`src/rtl/alu_dsp_arbiter_pkg.sv`:
```
// Shared definitions for the ALU-to-DSP arbiter: bundle layout, opmode codes
// and widths used by the arbiter top and the DSP48A1-style core.
package alu_dsp_arbiter_pkg;

  localparam int DSP_INS_W  = 44;
  localparam int DSP_OUTS_W = 84;

  // X-mux select codes
  localparam logic [1:0] DSP_X_IN_ZERO = 2'd0;
  localparam logic [1:0] DSP_X_IN_MULT = 2'd1;
  localparam logic [1:0] DSP_X_IN_POUT = 2'd2;
  localparam logic [1:0] DSP_X_IN_DAB  = 2'd3;

  // Z-mux select codes
  localparam logic [1:0] DSP_Z_IN_ZERO = 2'd0;
  localparam logic [1:0] DSP_Z_IN_PCIN = 2'd1;
  localparam logic [1:0] DSP_Z_IN_POUT = 2'd2;
  localparam logic [1:0] DSP_Z_IN_C    = 2'd3;

  // Bit offsets of the bundle fields (LSB of each field)
  localparam int DSP_B_LSB       = 0;
  localparam int DSP_A_LSB       = 18;
  localparam int DSP_X_LSB       = 36;
  localparam int DSP_Z_LSB       = 38;
  localparam int DSP_USE_PREADD  = 40;
  localparam int DSP_CRYIN       = 41;
  localparam int DSP_PREADD_SUB  = 42;
  localparam int DSP_POSTADD_SUB = 43;

  // Command bundle, MSB first; packs to exactly DSP_INS_W bits.
  typedef struct packed {
    logic        postadd_sub;
    logic        preadd_sub;
    logic        cryin;
    logic        use_preadd;
    logic [1:0]  z;
    logic [1:0]  x;
    logic [17:0] a;
    logic [17:0] b;
  } dsp_ins_t;

  // Sign-extend the 36-bit product onto the 48-bit post-adder.
  function automatic logic [47:0] sext_m(input logic [35:0] v);
    return {{12{v[35]}}, v};
  endfunction

endpackage

```
`src/rtl/alu_dsp48_core.sv`:
```
// Behavioural DSP48A1-style three-stage pipeline: register the bundle, form
// the pre-added signed product, then the X/Z post-adder with wrap-around.
module alu_dsp48_core
  import alu_dsp_arbiter_pkg::*;
(
  input  logic                  clk,
  input  logic                  reset,
  input  logic [DSP_INS_W-1:0]  dsp_ins,
  output logic [DSP_OUTS_W-1:0] dsp_outs
);

  dsp_ins_t    s1_q, s1_d;
  logic [35:0] m_q, m_d;
  logic [35:0] s2_ab_q, s2_ab_d;
  logic [1:0]  s2_x_q, s2_x_d;
  logic [1:0]  s2_z_q, s2_z_d;
  logic        s2_cin_q, s2_cin_d;
  logic        s2_sub_q, s2_sub_d;
  logic [47:0] p_q, p_d;

  logic [17:0] b_pre;
  logic [35:0] a_se, b_se;
  logic [47:0] x_val, z_val;

  // Next-state for all three stages: pre-adder/multiplier and post-adder muxes
  always_comb begin
    s1_d = dsp_ins_t'(dsp_ins);

    // D is tied to zero, so the pre-adder only negates or passes B
    b_pre = (s1_q.use_preadd && s1_q.preadd_sub) ? (18'd0 - s1_q.b) : s1_q.b;
    a_se  = {{18{s1_q.a[17]}}, s1_q.a};
    b_se  = {{18{b_pre[17]}}, b_pre};
    // Low 36 bits of the sign-extended product equal the signed 18x18 product
    m_d      = a_se * b_se;
    s2_ab_d  = {s1_q.a, s1_q.b};
    s2_x_d   = s1_q.x;
    s2_z_d   = s1_q.z;
    s2_cin_d = s1_q.cryin;
    s2_sub_d = s1_q.postadd_sub;

    x_val = '0;
    case (s2_x_q)
      DSP_X_IN_ZERO: x_val = '0;
      DSP_X_IN_MULT: x_val = sext_m(m_q);
      DSP_X_IN_POUT: x_val = p_q;
      DSP_X_IN_DAB:  x_val = {12'd0, s2_ab_q};
      default:       x_val = '0;
    endcase
    // No cascade input and C tied to zero: only P feeds the Z side
    z_val = (s2_z_q == DSP_Z_IN_POUT) ? p_q : '0;

    // An all-zero opmode clears P so an idle pipeline drains to zero
    if (s2_x_q == DSP_X_IN_ZERO && s2_z_q == DSP_Z_IN_ZERO) begin
      p_d = '0;
    end else if (s2_sub_q) begin
      p_d = z_val - (x_val + {47'd0, s2_cin_q});
    end else begin
      p_d = z_val + x_val + {47'd0, s2_cin_q};
    end
  end

  // Pipeline registers, cleared immediately on reset
  always_ff @(posedge clk or posedge reset) begin
    if (reset) begin
      s1_q     <= '0;
      m_q      <= '0;
      s2_ab_q  <= '0;
      s2_x_q   <= '0;
      s2_z_q   <= '0;
      s2_cin_q <= 1'b0;
      s2_sub_q <= 1'b0;
      p_q      <= '0;
    end else begin
      s1_q     <= s1_d;
      m_q      <= m_d;
      s2_ab_q  <= s2_ab_d;
      s2_x_q   <= s2_x_d;
      s2_z_q   <= s2_z_d;
      s2_cin_q <= s2_cin_d;
      s2_sub_q <= s2_sub_d;
      p_q      <= p_d;
    end
  end

  assign dsp_outs = {m_q, p_q};

endmodule

```
`src/rtl/alu_dsp_arbiter.sv`:
```
// Round-robin arbiter that lends the single DSP slice to one ALU client at a
// time; only the owner's bundle enters the pipeline, results go to everyone.
module alu_dsp_arbiter
  import alu_dsp_arbiter_pkg::*;
#(
  parameter int NUM_CLIENTS = 4
) (
  input  logic                             clk,
  input  logic                             reset,
  input  logic [NUM_CLIENTS-1:0]           req,
  input  logic [NUM_CLIENTS*DSP_INS_W-1:0] dsp_ins_all,
  output logic [NUM_CLIENTS-1:0]           gnt,
  output logic [DSP_OUTS_W-1:0]            dsp_outs_flat
);

  localparam int IW = (NUM_CLIENTS > 1) ? $clog2(NUM_CLIENTS) : 1;

  logic [NUM_CLIENTS-1:0] gnt_q, gnt_d;
  // Index of the most recent owner; the round-robin search starts after it
  logic [IW-1:0]          last_q, last_d;

  logic                   hold;
  logic                   found;
  logic [IW-1:0]          cand;

  logic [DSP_INS_W-1:0]   masked [NUM_CLIENTS];
  logic [DSP_INS_W-1:0]   sel_bundle;

  // Keep the owner while it requests; otherwise pick the next requester
  always_comb begin
    gnt_d  = gnt_q;
    last_d = last_q;
    found  = 1'b0;
    cand   = '0;
    hold   = |(gnt_q & req);
    if (!hold) begin
      gnt_d = '0;
      // i runs 1..N so the previous owner is considered last
      for (int i = 1; i <= NUM_CLIENTS; i++) begin
        cand = IW'((int'(last_q) + i) % NUM_CLIENTS);
        if (!found && req[cand]) begin
          found       = 1'b1;
          gnt_d[cand] = 1'b1;
          last_d      = cand;
        end
      end
    end
  end

  // Grant state; after reset the pointer sits on the last client so client 0 wins first
  always_ff @(posedge clk or posedge reset) begin
    if (reset) begin
      gnt_q  <= '0;
      last_q <= IW'(NUM_CLIENTS - 1);
    end else begin
      gnt_q  <= gnt_d;
      last_q <= last_d;
    end
  end

  // Each client's bundle is gated by its one-hot grant bit
  for (genvar gi = 0; gi < NUM_CLIENTS; gi++) begin : g_mask
    assign masked[gi] = dsp_ins_all[DSP_INS_W*gi +: DSP_INS_W] & {DSP_INS_W{gnt_q[gi]}};
  end

  // OR the gated bundles; with no owner this yields the all-zero opmode
  always_comb begin
    sel_bundle = '0;
    for (int i = 0; i < NUM_CLIENTS; i++) begin
      sel_bundle = sel_bundle | masked[i];
    end
  end

  alu_dsp48_core u_core (
    .clk      (clk),
    .reset    (reset),
    .dsp_ins  (sel_bundle),
    .dsp_outs (dsp_outs_flat)
  );

  assign gnt = gnt_q;

endmodule

```
`config.mk`:
```
export PLATFORM = sky130hd
export DESIGN_NAME = alu_dsp_arbiter
export DESIGN_NICKNAME = d
export VERILOG_FILES = /design/src/rtl/alu_dsp_arbiter_pkg.sv /design/src/rtl/alu_dsp48_core.sv /design/src/rtl/alu_dsp_arbiter.sv
export SDC_FILE = /design/constraint.sdc
export NUM_CORES = 2
export LEC_CHECK = 0
export CAP_MARGIN = 10
export CORE_AREA = 2 2 232 234
export DETAILED_ROUTE_END_ITERATION = 7
export DIE_AREA = 0 0 234 236
export PLACE_DENSITY = 0.8
export RECOVER_POWER = 100
export SYNTH_ARGS = -nofsm -noshare
export SYNTH_HDL_FRONTEND = slang
export SYNTH_SLANG_ARGS = --single-unit
export TNS_END_PERCENT = 1
```
`constraint.sdc`:
```
create_clock -name clk -period 22.2 [get_ports clk]
set_clock_uncertainty 0.1 [all_clocks]
set_input_delay 6.66 -clock clk [delete_from_list [all_inputs] [get_ports clk]]
set_output_delay 6.66 -clock clk [all_outputs]
set_load 0.05 [all_outputs]
```
==> reports/metrics.cfg <==
[logic_synthesis]
yosys_warnings=0
syn-num-nets=3748
synthesis.area_mm2=0.02615
ys_seq_area_frac=0.1685
synth_cell_types=91
ys_ff_latch=176
ys_async_sr_fraction=1.000
syn_area_per_cell_um2=8.730
synthFlopType=dfrtp_1
synthCells=2995
synth_edf_count=0

[clocking]
cts_max_level=4
path_clk_slew_ns=0.07
tritoncts=yes
cts.path.max_buffers=2
cts_buffers=17
cts_sinks=176
insertion_delay_ns=0.47
cts.repair.resized=0
ctsHoldBuffers=0
postCtsSetupRepairBufs=0
clockRootBuffer=clkbuf_16

[floorplanning]
die_x_um=234
core_area_mm2=0.05307
dieArea_mm2=0.05522
initial_utilization=0.4927
std_cell_rows=85
chipHeight_um=236
boundaryPins=270

[layout]
post-route-util=0.5643
final_common_cell=inv_1
multi_input_area_mm2=0.01924
nets=3937
nFillCells=4654
drive_gt1_frac=0.03128
syn_to_final_growth_pct=14.53
regArea_mm2=0.004414
layout.cells.most_common_list=512 x inv_1, 344 x nand2_1, 333 x fa_1

[routing]
vias=22020
drc=0
wl_per_cell_um=19.71
ant_nets=0
drt_wl_total_um=76740
vias_per_cell=5.655
first_pass_iters=7
drt_iter0_drc=1839

[critical_path]
worst-path-max-fanout=100
path_class=primary input to async pin
cp-end-kind=async pin
worstReg2RegStart=u_core.s1_q[0]
cp.required_ns=21.44
crit_start=reset
critical_path_arrival_ns=12.85
startpoint_type=primary input

[timing]
finalHoldViolCount=0
maxSlewViolCount=238
fin_crit_sh=0.6130
tightest_slew_ns=4.768
fmax_ghz=0.07348
hold_slack_ns=0.2543
rsz0062_at_grt=false
relSlewSlack=-2.196
setup_viol_count_final=0
setup_tns_ns=0
final.min_clock_period_ns=13.61

[global_route]
grt_pass1_wl_um=121000
antenna_found_initial=2
grt_pass1_vias=22330
track_usage=0.2820
grt-ovfl-total=0
grt_max_degree=101

[hold_path]
min_path_type=flip-flop to flip-flop
hold_start=u_core.s2_sub_d

[place]
dp_hpwl_um=60240
port_buffers=269
place_congestion=0.9715

[run]
max_cap_violations=4

[outcome]
outcome=complete, but fails checks
violations=max-capacitance violations, max-slew violations

synth_stat cells (4+ instances only):
cell type | count | area share
nor2_1 | 151 | 0.022
a21boi_0 | 6 | 0.0017
a21o_1 | 79 | 0.023
nand2b_1 | 26 | 0.0062
clkbuf_1 | 89 | 0.013
clkbuf_8 | 5 | 0.0026
nor2b_1 | 45 | 0.011
and3_1 | 13 | 0.0031
and4_1 | 4 | 0.0013
xnor2_1 | 89 | 0.030
nor3_1 | 18 | 0.0034
or3_1 | 5 | 0.0012
nor3b_1 | 4 | 0.0011
dfrtp_1 | 174 | 0.17
ha_1 | 238 | 0.11
a221oi_1 | 11 | 0.0037
mux2i_1 | 44 | 0.017
o21bai_1 | 18 | 0.0052
nand4_1 | 18 | 0.0043
o21ai_0 | 111 | 0.021
a31oi_1 | 20 | 0.0048
o21ai_1 | 6 | 0.0011
or2_2 | 6 | 0.0014
a21oi_1 | 142 | 0.027
buf_1 | 21 | 0.0030
and2_1 | 148 | 0.035
fa_1 | 333 | 0.25
inv_1 | 513 | 0.074
o41ai_1 | 5 | 0.0017
a211o_1 | 5 | 0.0017
xor2_1 | 43 | 0.014
a22oi_1 | 95 | 0.027
o21a_1 | 11 | 0.0032
nand2_1 | 344 | 0.049
buf_2 | 5 | 0.00096
o22ai_1 | 6 | 0.0014
a211oi_1 | 22 | 0.0063
nor4_1 | 5 | 0.0012
o211ai_1 | 6 | 0.0017
o31ai_1 | 7 | 0.0020
nand3_1 | 27 | 0.0052
cell families after synthesis:
kind of cell / Yosys count / share of synthesized area
adder cells (fa/ha/maj): 571 / 0.3688
flip-flops: 176 / 0.1685
AO/OA/AOI/OAI: 599 / 0.1532
buffers and inverters: 643 / 0.09647
AND/OR/NAND/NOR: 825 / 0.1493
XOR/XNOR: 132 / 0.04421
multiplexers: 49 / 0.01943
worst max-delay path, cell delays in order:
cell,delay [ns]
dlygate4sd3_1,0.54
clkinvlp_2,2.64
clkbuf_1,2.92
worst paths after layout:
check	to	slack [ns]	cells past startpoint
setup / recovery	u_core.s2_x_q[1]	8.59	3
hold / removal	u_core.s2_sub_q	0.25	0
setup reg to reg	u_core.m_q[35]	12.75	27
hold reg to reg	u_core.s2_sub_q	0.25	0
max in group clk	u_core.m_q[35]	12.75	27
min in group asynchronous	u_core.p_q[40]	8.00	2
state kept, by name, summed over array words and instances (netlist names), 2 cells and up:
name / flops
u_core.a_se: 18
last_q: 2
u_core.m_q: 36
gnt: 4
u_core.p_q: 48
u_core.s2_x_d: 2
u_core.s2_z_d: 2
u_core.s2_x_q: 2
u_core.s1_q: 20
u_core.s2_ab_q: 36
u_core.s2_z_q: 2
stage by stage:
step                instance area (um^2)  setup WS (ns)  instances
floorplan                          26150          10.67       2995
global placement                   29430          13.31       3861
detailed placement                 29430          13.27       3861
CTS                                30040          13.64       3893
global route                       29950          6.985       3894
finish                             29950          8.592       3894
layout make-up:
cell class | instances | share of cell area
multi-input cells | 2176 | 0.6424
flip-flops and latches | 176 | 0.1474
repair buffers | 299 | 0.09631
inverters | 514 | 0.06447
well taps | 696 | 0.02908
clock buffers | 19 | 0.01479
clock inverters | 13 | 0.005473
diodes | 1 | 0.00008356
layer usage:
layer	routed length, um	track usage
met4	2267	0.08189
met1	31140	0.3779
met2	36830	0.4684
met3	6486	0.04739
met5	13	0
Power is left out: the tool's default activity adds up to more than one toggle a clock period on the data nets, which glitch-free logic cannot reach.
